===== config.mk =====
export PLATFORM = sky130hd
export DESIGN_NAME = fix_serializer
export DESIGN_NICKNAME = d
export VERILOG_FILES = /design/src/rtl/fix_pkg.sv /design/src/rtl/fix_bin2bcd.sv /design/src/rtl/fix_serializer.sv
export SDC_FILE = /design/constraint.sdc
export NUM_CORES = 1
export LEC_CHECK = 0
export ABC_CLOCK_PERIOD_IN_PS = 24900
export BUFFER_PORTS_ARGS = -buffer_cell sky130_fd_sc_hd__buf_4
export CAP_MARGIN = 20
export CORE_ASPECT_RATIO = 1.5
export CORE_MARGIN = 1.5
export CORE_UTILIZATION = 58
export CTS_BUF_LIST = sky130_fd_sc_hd__clkbuf_4
export CTS_CLUSTER_DIAMETER = 150
export DETAILED_ROUTE_END_ITERATION = 8
export PLACE_DENSITY = 0.85
export SYNTH_ARGS = -nofsm -noshare
export SYNTH_HDL_FRONTEND = slang
export SYNTH_SLANG_ARGS = --single-unit

===== constraint.sdc =====
create_clock -name clk -period 24.9 [get_ports clk]
set_input_delay 1.245 -clock clk [delete_from_list [all_inputs] [get_ports clk]]
set_output_delay 1.245 -clock clk [all_outputs]
set_load 0.05 [all_outputs]

===== src/rtl/fix_pkg.sv =====
// Shared constants, FSM state encoding and BCD digit bundle for the FIX
// tag=value serializer.
package fix_pkg;

    localparam logic [7:0]  FIX_SOH       = 8'h01;
    localparam logic [7:0]  FIX_EQ        = 8'h3D;
    localparam int unsigned FIX_CKSUM_TAG = 32'd10;
    localparam int unsigned FIX_MAX_TAG   = 32'd9999;

    typedef enum logic [3:0] {
        IDLE   = 4'd0,
        TAG    = 4'd1,
        EQ     = 4'd2,
        VAL    = 4'd3,
        SOH    = 4'd4,
        DROP   = 4'd5,
        CK_TAG = 4'd6,
        CK_DIG = 4'd7,
        CK_SOH = 4'd8
    } fix_state_e;

    typedef struct packed {
        logic [3:0] d3;
        logic [3:0] d2;
        logic [3:0] d1;
        logic [3:0] d0;
    } bcd4_t;

    // ASCII character of the BCD digit selected by idx (0 = units).
    function automatic logic [7:0] bcd_ascii(input bcd4_t b, input logic [1:0] idx);
        logic [3:0] d;
        case (idx)
            2'd3:    d = b.d3;
            2'd2:    d = b.d2;
            2'd1:    d = b.d1;
            default: d = b.d0;
        endcase
        return {4'h3, d};
    endfunction

endpackage


===== src/rtl/fix_bin2bcd.sv =====
// Combinational double-dabble: binary to four BCD digits plus the number of
// significant digits (leading zeros suppressed, at least one digit).
module fix_bin2bcd
    import fix_pkg::*;
#(
    parameter int W = 14
) (
    input  logic [W-1:0] bin_i,
    output bcd4_t        bcd_o,
    output logic [2:0]   ndig_o
);

    logic [15:0] sh_s;

    // Shift-and-add-3; digits beyond 9999 fall off the top and are never used.
    always_comb begin
        sh_s = 16'h0000;
        for (int i = W - 1; i >= 0; i--) begin
            for (int n = 0; n < 4; n++) begin
                sh_s[n*4 +: 4] = (sh_s[n*4 +: 4] >= 4'd5) ? sh_s[n*4 +: 4] + 4'd3 : sh_s[n*4 +: 4];
            end
            sh_s = {sh_s[14:0], bin_i[i]};
        end
        bcd_o = sh_s;
        if (sh_s[15:12] != 4'd0) begin
            ndig_o = 3'd4;
        end else if (sh_s[11:8] != 4'd0) begin
            ndig_o = 3'd3;
        end else if (sh_s[7:4] != 4'd0) begin
            ndig_o = 3'd2;
        end else begin
            ndig_o = 3'd1;
        end
    end

endmodule


===== src/rtl/fix_serializer.sv =====
// FIX tag=value serializer: emits "tag=value<SOH>" one byte per cycle with
// fix_parser-compatible markers. Define FIX_CHECKSUM_EN for the 10=NNN trailer.
module fix_serializer
    import fix_pkg::*;
#(
    parameter int TAG_W = 14
) (
    input  logic             clk,
    input  logic             rst,
    input  logic             tag_valid_i,
    input  logic [TAG_W-1:0] tag_i,
    output logic             tag_ready_o,
    input  logic             val_valid_i,
    input  logic [7:0]       val_i,
    input  logic             val_last_i,
    output logic             val_ready_o,
    input  logic             eom_valid_i,
    output logic             eom_ready_o,
    output logic [7:0]       data_o,
    output logic             data_valid_o,
    input  logic             data_ready_i,
    output logic             tag_s_o,
    output logic             tag_e_o,
    output logic             value_s_o,
    output logic             value_e_o,
    output logic             tag_err_o
);

    fix_state_e  state_q, state_d;
    bcd4_t       bcd_q, bcd_d;
    logic [1:0]  idx_q, idx_d;
    logic        first_q, first_d;
    logic        err_q, err_d;
    logic [7:0]  data_q, data_d;
    logic        data_valid_q, data_valid_d;
    logic [3:0]  mark_q, mark_d;

    bcd4_t       tag_bcd_s;
    logic [2:0]  tag_ndig_s;
    logic        tag_legal_s;
    logic        slot_free_s;
    logic        idle_s;
    logic        emit_s;
    logic [7:0]  emit_byte_s;
    logic [3:0]  emit_mark_s;
    logic        count_s;

    fix_bin2bcd #(.W(TAG_W)) u_tag_bcd (
        .bin_i  (tag_i),
        .bcd_o  (tag_bcd_s),
        .ndig_o (tag_ndig_s)
    );

`ifdef FIX_CHECKSUM_EN
    logic [7:0]  sum_q, sum_d;
    bcd4_t       ck_bcd_s;
    logic [2:0]  unused_ck_ndig_s;

    fix_bin2bcd #(.W(8)) u_ck_bcd (
        .bin_i  (sum_q),
        .bcd_o  (ck_bcd_s),
        .ndig_o (unused_ck_ndig_s)
    );
`else
    logic        unused_count_s;
    logic [7:0]  unused_byte_s;
    assign unused_count_s = count_s;
    assign unused_byte_s  = emit_byte_s;
`endif

    assign slot_free_s = !data_valid_q || data_ready_i;
    assign tag_legal_s = (tag_i != {TAG_W{1'b0}}) && (32'(tag_i) <= FIX_MAX_TAG);
    assign idle_s      = !rst && (state_q == IDLE) && slot_free_s;
    assign tag_ready_o = idle_s;
    assign eom_ready_o = idle_s && !tag_valid_i;
    assign val_ready_o = !rst && slot_free_s && ((state_q == VAL) || (state_q == DROP));

    // Next-state, byte selection and output-slot load/hold.
    always_comb begin
        state_d     = state_q;
        bcd_d       = bcd_q;
        idx_d       = idx_q;
        first_d     = first_q;
        err_d       = 1'b0;
        emit_s      = 1'b0;
        emit_byte_s = 8'h00;
        emit_mark_s = 4'b0000;
        count_s     = 1'b0;
`ifdef FIX_CHECKSUM_EN
        sum_d       = sum_q;
`endif
        case (state_q)
            IDLE: begin
                if (tag_valid_i && idle_s) begin
                    if (tag_legal_s) begin
                        // First digit leaves on the accept edge to save a cycle.
                        emit_s      = 1'b1;
                        emit_byte_s = bcd_ascii(tag_bcd_s, 2'(tag_ndig_s - 3'd1));
                        emit_mark_s = {1'b1, (tag_ndig_s == 3'd1), 2'b00};
                        count_s     = 1'b1;
                        bcd_d       = tag_bcd_s;
                        idx_d       = 2'(tag_ndig_s - 3'd2);
                        state_d     = (tag_ndig_s == 3'd1) ? EQ : TAG;
                    end else begin
                        err_d   = 1'b1;
                        state_d = DROP;
                    end
                end else if (eom_valid_i && eom_ready_o) begin
`ifdef FIX_CHECKSUM_EN
                    emit_s      = 1'b1;
                    emit_byte_s = {4'h3, 4'(FIX_CKSUM_TAG / 32'd10)};
                    emit_mark_s = 4'b1000;
                    bcd_d       = ck_bcd_s;
                    idx_d       = 2'd1;
                    state_d     = CK_TAG;
`else
                    state_d     = IDLE;
`endif
                end else begin
                    state_d = IDLE;
                end
            end
            TAG: begin
                if (slot_free_s) begin
                    emit_s      = 1'b1;
                    emit_byte_s = bcd_ascii(bcd_q, idx_q);
                    emit_mark_s = {1'b0, (idx_q == 2'd0), 2'b00};
                    count_s     = 1'b1;
                    idx_d       = idx_q - 2'd1;
                    state_d     = (idx_q == 2'd0) ? EQ : TAG;
                end else begin
                    state_d = TAG;
                end
            end
            EQ: begin
                if (slot_free_s) begin
                    emit_s      = 1'b1;
                    emit_byte_s = FIX_EQ;
                    count_s     = 1'b1;
                    first_d     = 1'b1;
                    state_d     = VAL;
                end else begin
                    state_d = EQ;
                end
            end
            VAL: begin
                if (val_valid_i && val_ready_o) begin
                    emit_s      = 1'b1;
                    emit_byte_s = val_i;
                    emit_mark_s = {2'b00, first_q, val_last_i};
                    count_s     = 1'b1;
                    first_d     = 1'b0;
                    state_d     = val_last_i ? SOH : VAL;
                end else begin
                    state_d = VAL;
                end
            end
            SOH: begin
                if (slot_free_s) begin
                    emit_s      = 1'b1;
                    emit_byte_s = FIX_SOH;
                    count_s     = 1'b1;
                    state_d     = IDLE;
                end else begin
                    state_d = SOH;
                end
            end
            DROP: begin
                if (val_valid_i && val_ready_o && val_last_i) begin
                    state_d = IDLE;
                end else begin
                    state_d = DROP;
                end
            end
`ifdef FIX_CHECKSUM_EN
            CK_TAG: begin
                if (slot_free_s && (idx_q == 2'd1)) begin
                    emit_s      = 1'b1;
                    emit_byte_s = {4'h3, 4'(FIX_CKSUM_TAG % 32'd10)};
                    emit_mark_s = 4'b0100;
                    idx_d       = 2'd0;
                end else if (slot_free_s) begin
                    emit_s      = 1'b1;
                    emit_byte_s = FIX_EQ;
                    idx_d       = 2'd2;
                    state_d     = CK_DIG;
                end else begin
                    state_d = CK_TAG;
                end
            end
            CK_DIG: begin
                if (slot_free_s) begin
                    emit_s      = 1'b1;
                    emit_byte_s = bcd_ascii(bcd_q, idx_q);
                    emit_mark_s = {2'b00, (idx_q == 2'd2), (idx_q == 2'd0)};
                    idx_d       = idx_q - 2'd1;
                    state_d     = (idx_q == 2'd0) ? CK_SOH : CK_DIG;
                end else begin
                    state_d = CK_DIG;
                end
            end
            CK_SOH: begin
                if (slot_free_s) begin
                    emit_s      = 1'b1;
                    emit_byte_s = FIX_SOH;
                    sum_d       = 8'h00;
                    state_d     = IDLE;
                end else begin
                    state_d = CK_SOH;
                end
            end
`endif
            default: begin
                state_d = IDLE;
            end
        endcase

`ifdef FIX_CHECKSUM_EN
        if (count_s) begin
            sum_d = sum_q + emit_byte_s;
        end else begin
            sum_d = sum_d;
        end
`endif

        if (slot_free_s) begin
            data_valid_d = emit_s;
            data_d       = emit_s ? emit_byte_s : 8'h00;
            mark_d       = emit_s ? emit_mark_s : 4'b0000;
        end else begin
            data_valid_d = data_valid_q;
            data_d       = data_q;
            mark_d       = mark_q;
        end
    end

    // State and output registers with synchronous reset.
    always_ff @(posedge clk) begin
        if (rst) begin
            state_q      <= IDLE;
            bcd_q        <= 16'h0000;
            idx_q        <= 2'd0;
            first_q      <= 1'b0;
            err_q        <= 1'b0;
            data_q       <= 8'h00;
            data_valid_q <= 1'b0;
            mark_q       <= 4'b0000;
`ifdef FIX_CHECKSUM_EN
            sum_q        <= 8'h00;
`endif
        end else begin
            state_q      <= state_d;
            bcd_q        <= bcd_d;
            idx_q        <= idx_d;
            first_q      <= first_d;
            err_q        <= err_d;
            data_q       <= data_d;
            data_valid_q <= data_valid_d;
            mark_q       <= mark_d;
`ifdef FIX_CHECKSUM_EN
            sum_q        <= sum_d;
`endif
        end
    end

    assign data_o       = data_q;
    assign data_valid_o = data_valid_q;
    assign tag_s_o      = mark_q[3];
    assign tag_e_o      = mark_q[2];
    assign value_s_o    = mark_q[1];
    assign value_e_o    = mark_q[0];
    assign tag_err_o    = err_q;

endmodule


Word-level counts from Yosys, hierarchy flattened
Cells that the tools add are included.
{"block": "classes", "add_sub_neg": 29, "magnitude_cmp": 27, "n_eq_ne": 17, "mux": 65, "bitwise_logic": 2, "n_reduce_logical": 27}
{"op": "$mux 4", "n": 28}
{"op": "$ge 4x3->1 const B", "n": 22}
{"op": "$add 4x2->4 const B", "n": 21}
{"op": "$pmux 8 s5", "n": 1}
{"op": "$pmux 4 s3", "n": 3}
{"op": "$mux 3", "n": 9}
{"op": "$pmux 4 s6", "n": 1}
{"op": "$mux 2", "n": 8}
{"op": "$mux 8", "n": 2}
{"op": "$le 14x14->1 const B", "n": 1}
{"op": "$reduce_bool 14->1", "n": 1}
{"op": "$add 3x2->4 const B", "n": 3}
{"op": "$ge 3x3->1 const B", "n": 4}
{"op": "$mux 6", "n": 2}
{"op": "$reduce_bool 4->1", "n": 3}
{"op": "$logic_and 1x1->1", "n": 9}
{"op": "$eq 2x2->1 const B", "n": 4}
{"op": "$eq 4x2->1 const B", "n": 2}
{"op": "$eq 4x3->1 const B", "n": 2}
{"op": "$mux 1", "n": 8}
{"op": "$add 3x2->3 const B", "n": 2}
{"op": "$ne 2x2->1 const B", "n": 3}
{"op": "$reduce_and 3->1", "n": 2}
{"op": "$reduce_or 3->1", "n": 2}
{"op": "other kinds (16)", "n": 24}
{"block": "word_totals", "ff_bits": 37, "inputBits": 29, "out_inout_bits": 17}

Depth between registers and ports, before layout
{"block": "logic_depth", "ltp_word": 33, "ltp_mapped": 49, "depth_no_buf": 47}

By module
A second synthesis with hierarchy kept.
{"block": "unflattened", "cells_unflattened": 811, "area_unflattened_um2": 5975.7}
{"module": "fix_bin2bcd", "n_inst": 1, "cells_per_inst": 600, "area_each_um2": 4093.9}
{"module": "fix_serializer", "n_inst": 1, "cells_per_inst": 211, "area_each_um2": 1881.8}

Worst setup path before layout
OpenSTA, ideal clock, no wires.
{"block": "synth_timing", "path_kind": "input port to flip-flop", "startpoint": "input tag_i[12]", "endpoint": "register data_q[1] (netlist: data_o[1])", "setup_ns": 0.116, "t_arrival_ns": 10.764, "required_time_ns": 24.784, "setup_slack_ns": 14.020, "path_stages": 42, "n_path_buf": 1, "cell_sequence": "inv_1 -> ha_1 -> o21ai_1 -> xnor2_2 -> ha_1 -> nand2b_1 -> a32oi_4 -> xnor2_1 -> ha_1 -> nor2b_1 -> o31a_1 -> a22oi_1 -> or3_4 -> nand2_2 -> inv_2 -> ha_1 -> a22oi_1 -> o311a_1 -> (+6 left out) -> a211oi_1 -> ha_1 -> o221a_2 -> nor3_1 -> xnor2_1 -> inv_1 -> ha_1 -> or3b_2 -> a2111oi_2 -> mux2i_1 -> clkbuf_1 -> nor2_1 -> nand3b_1 -> o211ai_1 -> nand2_1 -> or3_4 -> or3_1 -> a41o_1"}
{"block": "synth_between", "elab_chain_cells": 33, "elab_cells_between_ends": 99, "cone_classes": "add/sub (27); order compare (27); eq/ne (3); mux (37); reduce/logical (5)"}
{"item": "start, declared", "line": "fix_serializer.sv:11", "source": "input logic [TAG_W-1:0] tag_i,"}
{"item": "$add 3x2->4 / $ge 3x3->1 (equally long branches)", "line": "fix_bin2bcd.sv:20", "source": "sh_s[n*4 +: 4] = (sh_s[n*4 +: 4] >= 4'd5) ? sh_s[n*4 +: 4] + 4'd3 : sh_s[n*4 +: 4];"}
{"item": "$mux 4", "line": "fix_bin2bcd.sv:20"}
{"item": "$add 4x2->4 / $ge 4x3->1 (equally long branches)", "line": "fix_bin2bcd.sv:20"}
{"item": "$mux 4", "line": "fix_bin2bcd.sv:20"}
{"item": "$ge 4x3->1 / $add 4x2->4 (equally long branches)", "line": "fix_bin2bcd.sv:20"}
{"item": "$mux 4", "line": "fix_bin2bcd.sv:20"}
{"item": "$add 4x2->4, or another cell as far along", "line": "fix_bin2bcd.sv:20"}
{"item": "$mux 4", "line": "fix_bin2bcd.sv:20"}
{"item": "(+17 left out)"}
{"item": "$mux 3", "line": "fix_bin2bcd.sv:25", "source": "if (sh_s[15:12] != 4'd0) begin"}
{"item": "$sub 2x1->2", "line": "fix_serializer.sv:98", "source": "emit_byte_s = bcd_ascii(tag_bcd_s, 2'(tag_ndig_s - 3'd1));"}
{"item": "$eq 2x1->1 / $eq 2x2->1 (equally long branches)", "line": "fix_pkg.sv:32", "source": "case (idx)"}
{"item": "$pmux 4 s3", "line": "fix_pkg.sv:32"}
{"item": "$mux 6", "line": "fix_serializer.sv:95", "source": "if (tag_legal_s) begin"}
{"item": "$mux 6", "line": "fix_serializer.sv:94", "source": "if (tag_valid_i && idle_s) begin"}
{"item": "$pmux 8 s5", "line": "fix_serializer.sv:92", "source": "case (state_q)"}
{"item": "$mux 8 *", "line": "fix_serializer.sv:228", "source": "data_d = emit_s ? emit_byte_s : 8'h00;"}
{"item": "end signal, assigned", "line": "fix_serializer.sv:257", "source": "data_q <= data_d;"}
{"item": "end, declared", "line": "fix_serializer.sv:34", "source": "logic [7:0] data_q, data_d;"}
Mark *: on every way between the ends. The rest lies on a longest branch, timed or not.
A chain may end at the register's enable or synchronous reset.

Final worst setup path
Ends and elaborated chain as after synthesis.

==> metrics.txt <==
wire length per cell=15.9 µm; area delta synth->final=6.96%; worst endpoint data arrival time=12.95 ns; critical path class=input pin to register; total grt overflow=0; CTS root buf=clkbuf_4; status=completed; clk buf depth=2; Synth top area share=11.7%; ys async rst share=0%; Worst Path Max Fanout=13; Worst EP required=25.16 ns; core area=10,500 µm²; Clock Latency Late Sink=0.36 ns; port bufs=44; #FFs+latches synth=36; Initial DRT Pass Iterations=5; total of max-cap violations=0; CTS sink cnt=36; CTS tree=yes; net count after synthesis=915; Mapped Avg Cell Area=7.19 µm²; total negative slack=0 ns; post-CTS setup buffers=0; fin cells=1,014; Yosys cell types=100; most frequent cells in the layout=nor2_1, nand2_1, a21oi_1; min Tclk post-route=12.69 ns; setup violators final=0; Seq/Total Area, Yosys=11.7%; Fmax=78.8 MHz; unrepaired setup endpoints after global routing=no; part of the cycle the worst path needs=51.0%; commonest non-fill, non-tap cell in the layout=nor2_1; Initial Util=59.1%; ys flop type=dfxtp_1; I/O Pins=46; Reg2Reg Setup Slack=21.41 ns; initial antenna violation count=0; CTS Buf Count=5; final-stage net count=924; Post-Syn Instances=860; cell taking the most area after synthesis=dfxtp_1; post-layout worst setup margin=12.21 ns; Tightest Hold Check Type=register to register; post-route ant nets=0; H-Tree Level Count=2; CP Capture Type=register; layout cells sized above 1=14.6%; final clock skew=0.0115 ns; number of synthesized flops with an enable pin=0; CP max stage cell=o2111ai_1; total die area=11,300 µm²; placed insts=1,006; CP startpoint kind=input pin; Largest stage delay, worst path=0.54 ns; Area contributors post-synth=dfxtp_1, a21oi_1, ha_1; Pins Over Slew Limit=0; area of the mapped netlist=6190 µm²; Gates resized, CTS repair=0; die height=129 µm; DRC=0; Final Hold Fails=0; Top cell by count, worst path=ha_1; Antenna diodes=0; Slew HR=34.6%; vias in the first global route=6,208; GRT Resource Usage Total=28.7%; Worst-Margin Slew=0.953 ns; first-pass GRT wire length=27.3 mm; warning count from the yosys run=0; GPL Wtd Cong=0.955; Row Count=46; DP Worst Slack=12.00 ns; DR iter-0 viols=408; DP HPWL=12.3 mm; hold slack=0.463 ns; Die W=87.3 µm; final WL=16.1 mm; routed vias=6,825; Via density=6.73; pin count of the biggest net entering global routing=37; clock-pin slew on the worst setup and hold paths=0.11 ns; Hold-fix buffers, CTS=0
## kinds of logic after synthesis
family	Yosys count	synth area share, %
adders and majority gates	26	5.26
and+or+nand+nor	306	25.1
buffers and inverters	90	5.93
AOI/OAI and AO/OA	352	43.3
xor gates and xnor gates	21	3.62
muxes	29	5.16
DFF	36	11.7
## final timing paths
kind,cells past startpoint,from,end
setup / recovery,46,tag_i[12],data_o[1]
hold / removal,2,mark_q[3],mark_q[3]
setup reg to reg,11,data_valid_o,data_o[2]
hold reg to reg,2,mark_q[3],mark_q[3]
## layer usage
metal  global-route usage, %  vias up  wire (µm)  part of all wire [%]
met5                       0        -          0                     0
met4                    14.1        0        516                   3.2
met3                    2.48       45        741                   4.6
met2                    55.3      245       8640                    54
met1                    30.3     3159       6230                    39
li1                        -     3376          -                     -
## metrics by stage
stage / instance area [µm²] / util [%]
floorplan: 6190 / -
global placement: 6540 / 62.4
detailed placement: 6540 / 62.4
CTS: 6620 / 63.2
global route: 6620 / 63.2
finish: 6620 / 63.2
## worst max-delay path: cells and delay by family
| kind | cells | cell delay [ns] |
|---|---|---|
| AOI/OAI and AO/OA | 19 | 4.94 |
| xor gates and xnor gates | 5 | 1.52 |
| adders and majority gates | 8 | 1.99 |
| buffers and inverters | 4 | 0.36 |
| muxes | 1 | 0.37 |
| and+or+nand+nor | 9 | 2.54 |
## area by class of cell
cell class | instances | area [µm²]
multi-input cells | 734 | 5100
fillers | 982 | 3860
flip-flops and latches | 36 | 721
repair buffers | 51 | 383
well taps | 144 | 180
inverters | 41 | 154
clock buffers | 6 | 45.0
clock inverters | 2 | 35.0
## Yosys cell counts (all sizes together), types with 5 or more instances
cell type	number
o221ai	7
and2	6
o21a	8
o32a	6
a32oi	11
or3	13
a31oi	10
o31ai	15
mux2i	15
a22o	5
a21oi	68
ha	26
a211o	5
o211a	5
a211oi	21
nor2	74
nor3b	7
o211ai	17
a21boi	8
inv	41
nor4	7
o31a	5
nor3	28
dfxtp	36
o22ai	9
o311a	5
nand2b	17
o21ai	46
nand2	73
o311ai	7
nand3	40
o2111ai	7
buf	12
clkbuf	37
a221oi	6
nor2b	11
a21o	13
xnor2	17
mux2	14
a2111oi	7
and3	9
or2	7
a22oi	18
## registers in the layout, summed over array words and instances (netlist names)
signal / flops
bcd_q: 16
data_o: 8
mark_q: 4
state_q: 3
idx_q: 2
data_valid_o: 1
first_q: 1
tag_err_o: 1
Power is left out: the tool's default activity adds up to more than one toggle a clock period on the data nets, which glitch-free logic cannot reach.
